--- src/rtl/gpr_wbu_pkg.sv ---
// Shared constants and the writeback entry type for the GPR writeback unit.
package gpr_wbu_pkg;

  localparam int GPR_DATA_W = 32;
  localparam int GPR_ADDR_W = 5;
  localparam int WBQ_DEPTH  = 2;

  // One queued EXU result at the default widths.
  typedef struct packed {
    logic                  wen;
    logic [GPR_ADDR_W-1:0] rd;
    logic [GPR_DATA_W-1:0] data;
  } wb_entry_t;

endpackage

--- src/rtl/gpr_wbu_queue.sv ---
// wb_queue: in-order circular FIFO. Every slot is exposed in age order
// (index 0 = head/oldest) so the top can compare all pending writes.
module wb_queue #(
  parameter int W     = 38,
  parameter int DEPTH = 2
) (
  input  logic                     clk,
  input  logic                     rst_n,
  input  logic                     push,
  input  logic [W-1:0]             din,
  input  logic                     pop,
  output logic [$clog2(DEPTH):0]   count,
  output logic [W-1:0]             ents [DEPTH],
  output logic                     vlds [DEPTH]
);

  localparam int PW = $clog2(DEPTH);
  localparam logic [PW:0] FULL = (PW+1)'(DEPTH);

  logic [W-1:0]  mem [DEPTH];
  logic [PW-1:0] wr_ptr;
  logic [PW-1:0] rd_ptr;
  logic          push_ok;
  logic          pop_ok;

  assign push_ok = push && (count != FULL);
  assign pop_ok  = pop && (count != '0);

  // Pointers and occupancy; pointers wrap naturally since DEPTH is a power of two.
  always_ff @(posedge clk or negedge rst_n) begin
    if (!rst_n) begin
      wr_ptr <= '0;
      rd_ptr <= '0;
      count  <= '0;
    end else begin
      if (push_ok) wr_ptr <= wr_ptr + 1'b1;
      if (pop_ok)  rd_ptr <= rd_ptr + 1'b1;
      case ({push_ok, pop_ok})
        2'b10:   count <= count + 1'b1;
        2'b01:   count <= count - 1'b1;
        default: count <= count;
      endcase
    end
  end

  // Entry storage; contents are qualified by count, so no reset needed.
  always_ff @(posedge clk) begin
    if (push_ok) mem[wr_ptr] <= din;
  end

  // Age-ordered view of the storage.
  always_comb begin
    for (int unsigned i = 0; i < DEPTH; i++) begin
      ents[i] = mem[rd_ptr + PW'(i)];
      vlds[i] = ((PW+1)'(i) < count);
    end
  end

endmodule

--- src/rtl/gpr_wbu.sv ---
// gpr_wbu: writeback queue, register file, operand read ports and RAW hazard flag.
// Optional feature macro: GPR_BYPASS_EN (reads forward the youngest pending write,
// rd_hazard tied low).
module gpr_wbu
  import gpr_wbu_pkg::*;
#(
  parameter int DATA_W = GPR_DATA_W,
  parameter int ADDR_W = GPR_ADDR_W,
  parameter int DEPTH  = WBQ_DEPTH
) (
  input  logic                    clk,
  input  logic                    rst_n,
  input  logic                    exu_valid,
  output logic                    exu_ready,
  input  logic                    exu_wen,
  input  logic [ADDR_W-1:0]       exu_rd,
  input  logic [DATA_W-1:0]       exu_data,
  input  logic                    wb_stall,
  input  logic [ADDR_W-1:0]       raddr1,
  input  logic [ADDR_W-1:0]       raddr2,
  output logic [DATA_W-1:0]       gpr_rdata1,
  output logic [DATA_W-1:0]       gpr_rdata2,
  output logic                    rd_hazard,
  output logic                    wb_valid,
  output logic [ADDR_W-1:0]       wb_rd,
  output logic [DATA_W-1:0]       wb_data,
  output logic [$clog2(DEPTH):0]  q_count
);

  localparam int NREG = 1 << ADDR_W;
  localparam int CW   = $clog2(DEPTH) + 1;
  localparam logic [CW-1:0] FULL = CW'(DEPTH);

  typedef struct packed {
    logic              wen;
    logic [ADDR_W-1:0] rd;
    logic [DATA_W-1:0] data;
  } entry_t;

  localparam int EW = $bits(entry_t);

  logic [DATA_W-1:0] rf [NREG];
  logic [EW-1:0]     q_ents [DEPTH];
  logic              q_vlds [DEPTH];
  entry_t            din;
  entry_t            head;
  logic              push;
  logic              pop;

  assign exu_ready = (q_count < FULL);
  assign push      = exu_valid && exu_ready;
  assign pop       = (q_count != '0) && !wb_stall;
  assign head      = entry_t'(q_ents[0]);

  // Pack the incoming result.
  always_comb begin
    din      = '0;
    din.wen  = exu_wen;
    din.rd   = exu_rd;
    din.data = exu_data;
  end

  wb_queue #(
    .W     (EW),
    .DEPTH (DEPTH)
  ) u_queue (
    .clk   (clk),
    .rst_n (rst_n),
    .push  (push),
    .din   (din),
    .pop   (pop),
    .count (q_count),
    .ents  (q_ents),
    .vlds  (q_vlds)
  );

  // Retire the head into the register file and register the retire report.
  always_ff @(posedge clk or negedge rst_n) begin
    if (!rst_n) begin
      for (int unsigned i = 0; i < NREG; i++) rf[i] <= '0;
      wb_valid <= 1'b0;
      wb_rd    <= '0;
      wb_data  <= '0;
    end else begin
      wb_valid <= pop;
      if (pop) begin
        wb_rd   <= head.wen ? head.rd : '0;
        wb_data <= head.data;
        if (head.wen && (head.rd != '0)) rf[head.rd] <= head.data;
      end
    end
  end

  // Operand reads from committed state, then forwarding or hazard detection
  // over pending entries; scanning oldest to youngest lets the youngest win.
  always_comb begin
    entry_t e;
    logic   match;
    e          = '0;
    match      = 1'b0;
    rd_hazard  = 1'b0;
    gpr_rdata1 = (raddr1 == '0) ? '0 : rf[raddr1];
    gpr_rdata2 = (raddr2 == '0) ? '0 : rf[raddr2];
    for (int unsigned i = 0; i < DEPTH; i++) begin
      e     = entry_t'(q_ents[i]);
      match = q_vlds[i] && e.wen && (e.rd != '0);
`ifdef GPR_BYPASS_EN
      if (match && (e.rd == raddr1)) gpr_rdata1 = e.data;
      if (match && (e.rd == raddr2)) gpr_rdata2 = e.data;
`else
      if (match && ((e.rd == raddr1) || (e.rd == raddr2))) rd_hazard = 1'b1;
`endif
    end
  end

endmodule
--- config.mk ---
export PLATFORM = sky130hd
export DESIGN_NAME = gpr_wbu
export DESIGN_NICKNAME = d
export VERILOG_FILES = /design/src/rtl/gpr_wbu_pkg.sv /design/src/rtl/gpr_wbu_queue.sv /design/src/rtl/gpr_wbu.sv
export SDC_FILE = /design/constraint.sdc
export NUM_CORES = 2
export LEC_CHECK = 0
export CORE_AREA = 5 5 321 354
export DETAILED_ROUTE_END_ITERATION = 12
export DIE_AREA = 0 0 326 359
export GPL_ROUTABILITY_DRIVEN = 0
export PLACE_DENSITY_LB_ADDON = 0.2
export SLEW_MARGIN = 30
export SYNTH_ARGS = -nofsm -noshare
export SYNTH_HDL_FRONTEND = slang
export SYNTH_HIERARCHICAL = 1
export SYNTH_SLANG_ARGS = --single-unit
--- constraint.sdc ---
create_clock -name clk -period 7.7 [get_ports clk]
set_input_delay 1.54 -clock clk [delete_from_list [all_inputs] [get_ports clk]]
set_output_delay 1.54 -clock clk [all_outputs]
set_load 0.01 [all_outputs]
==> results.yml <==
grt:
  track_usage_pct: 31.20
  use_met1_pct: 42.66
  antenna_found_initial: 3
  grt_pass1_wl_mm: 271.9
  met2_usage_pct: 49.40
  overflow: 0
  grt_pass1_vias: 39580
  grt_max_degree: 148
  use_met3_pct: 6.407
  busiest_layer: "met2"
detailed_routing:
  drt_iter0_markers: 3884
  routed_wl_mm: 184.3
  vias: 38180
  ant_nets: 0
  wire_per_inst_um: 33.23
  vias_per_cell: 6.886
  post-route-drc-count: 0
  drt-pass1-iter-count: 8
sta:
  setup_viol: 0
  post-route-min-period_ns: 6.719
  rsz0062_at_grt: "false"
  setup-tns-final_ns: 0
  hold_viol: 0
  fmax_mhz: 148.8
  slew-limit-headroom_pct: 25.08
  fin_crit_sh_pct: 87.27
  final_max_slew_viol_count: 0
  worst_pin_slew_ns: 1.124
  setup_ws_ns: 0.9806
  fin_skew_ns: 0.02155
setup_path:
  r2r_setup_slack_ns: 3.38
  r2r-start: "u_queue/rd_ptr$_DFFE_PN0P_"
  crit_start: "raddr1[3]"
  worstPathRequired_ns: 6.16
  critPathSlowestCell: "clkdlybuf4s50_1"
  r2r-end: "rf[721]$_DFFE_PN0P_"
  path_class: "in -> out"
  path_delay_family: "buffers and inverters"
  r2r.worst_path.cells: 5
  cpPeakStageDelay_ns: 0.93
  crit_top_cell: "clkdlybuf4s50_1"
  worst-path-buf-inv: 3
  crit_fanout: 40
  crit_path_cell_trace: "clkdlybuf4s50_1 -> or3b_4 -> buf_4 -> o22ai_1 -> a2111oi_0 -> nor3_1 -> clkdlybuf4s50_1"
  arrival_ns: 5.18
  cp-end-kind: "output port"
  start_kind: "input port"
clock_tree:
  clkTransAtPathRegs_ns: 0.06
  cts_inserted_buffers: 117
  postCtsSetupRepairBufs: 0
  clockBufferDepth: 3
  cts_tree: "done"
  holdBufCountCts: 0
  htree_levels: 3
  cts.sinks: 1142
  clock_latency_ns: 0.73
  root_buffer: "clkbuf_16"
  cts_resized: 0
power_and_ir_drop:
  leakage_nw: 29.63
  ir_drop_v: 0.0002659
  power_mw: 22.98
  pwr_density_cell_nw_per_um2: 348.7
final_layout:
  drive_above_1_share_pct: 43.06
  num-fill-cells: 8591
  area.growth.synth_to_final_pct: 11.00
  multi_input_area_sq_um: 28260
  final_common_cell: "dfrtp_1"
  nNetsFinal: 4071
  layout_common_cells: "dfrtp_1 (1065), mux2_2 (1010), mux4_2 (368), mux2i_1 (316), clkdlybuf4s50_1 (148)"
  seqCellArea_sq_um: 28960
yosys:
  avgSynthCellArea_sq_um: 14.62
  synth_area_sq_um: 59360
  ys_warn_count: 6
  synth_nets: 4117
  syn_inst: 4061
min_path:
  hold_path_end: "rf[1015]$_DFFE_PN0P_"
  hold_class: "reg -> reg"
  hold_start: "rf[1015]$_DFFE_PN0P_"
  min_path_cells: 0
outcome:
  status: "finished clean"
die:
  die_height_um: 359
  initial_utilization_pct: 54.03
  pin_count: 158
  dieWidth_um: 326
  rows: 128
  die_area_sq_um: 117000
  core_region_area_sq_um: 109900
place:
  place_worst_setup_slack_ns: 1.106
  port-buffer-count: 157
  dp_hpwl_mm: 109.0
job:
  maxCapViolations: 0
[where the power goes]
group | internal, mW | switching, mW | total (mW)
clock | 3.30 | 2.51 | 5.81
sequential | 8.37 | 1.76 | 10.1
combinational | 3.92 | 3.12 | 7.04
[layer usage]
layer	routed length (um)	share of wire, %	vias to the layer above
met3	15050	8.2	418
met4	8361	4.5	4
met2	86440	47	1792
met1	74400	40	20500
met5	27	0.015	-
li1	-	-	15470
[final cells by class]
cell class,count,share of cell area (%)
repair buffers,288,4.460
inverters,8,0.04557
diodes,2,0.007595
multi-input cells,2458,42.89
clock inverters,56,0.8184
flip-flops and latches,1142,43.95
clock buffers,161,5.110
well taps,1430,2.715
[state kept, by name, indices dropped and copies added, names as in the netlist]
name	cells
wb_valid	1
wb_data	32
u_queue/rd_ptr	1
u_queue/mem	76
u_queue/wr_ptr	1
rf	1024
wb_rd	5
u_queue/count	2
[stage by stage]
stage | area [sq um] | hold WS [ns] | utilization (%) | std cells
6_report | 65900 | 0.3975 | 59.98 | 5545
3_3_place_gp | 61780 | 0.3781 | 56.23 | 5318
4_1_cts | 65860 | 0.4000 | 59.95 | 5542
3_5_place_dp | 61960 | 0.3850 | 56.39 | 5325
5_1_grt | 65890 | 0.4091 | 59.97 | 5543
2_1_floorplan | 59360 | 0.4413 | - | 4061
[worst max-delay path by stage]
stage | endpoint | slack [ns] | cells past startpoint
after floorplan | gpr_rdata1[16] | 2.98 | 6
after global placement | gpr_rdata1[9] | 1.22 | 8
after detailed placement | gpr_rdata1[3] | 1.11 | 7
after CTS | gpr_rdata1[3] | 1.08 | 7
after global routing | gpr_rdata1[3] | 0.94 | 7
final | gpr_rdata1[3] | 0.98 | 7
No activity file was read; power rests on OpenSTA's default activity.
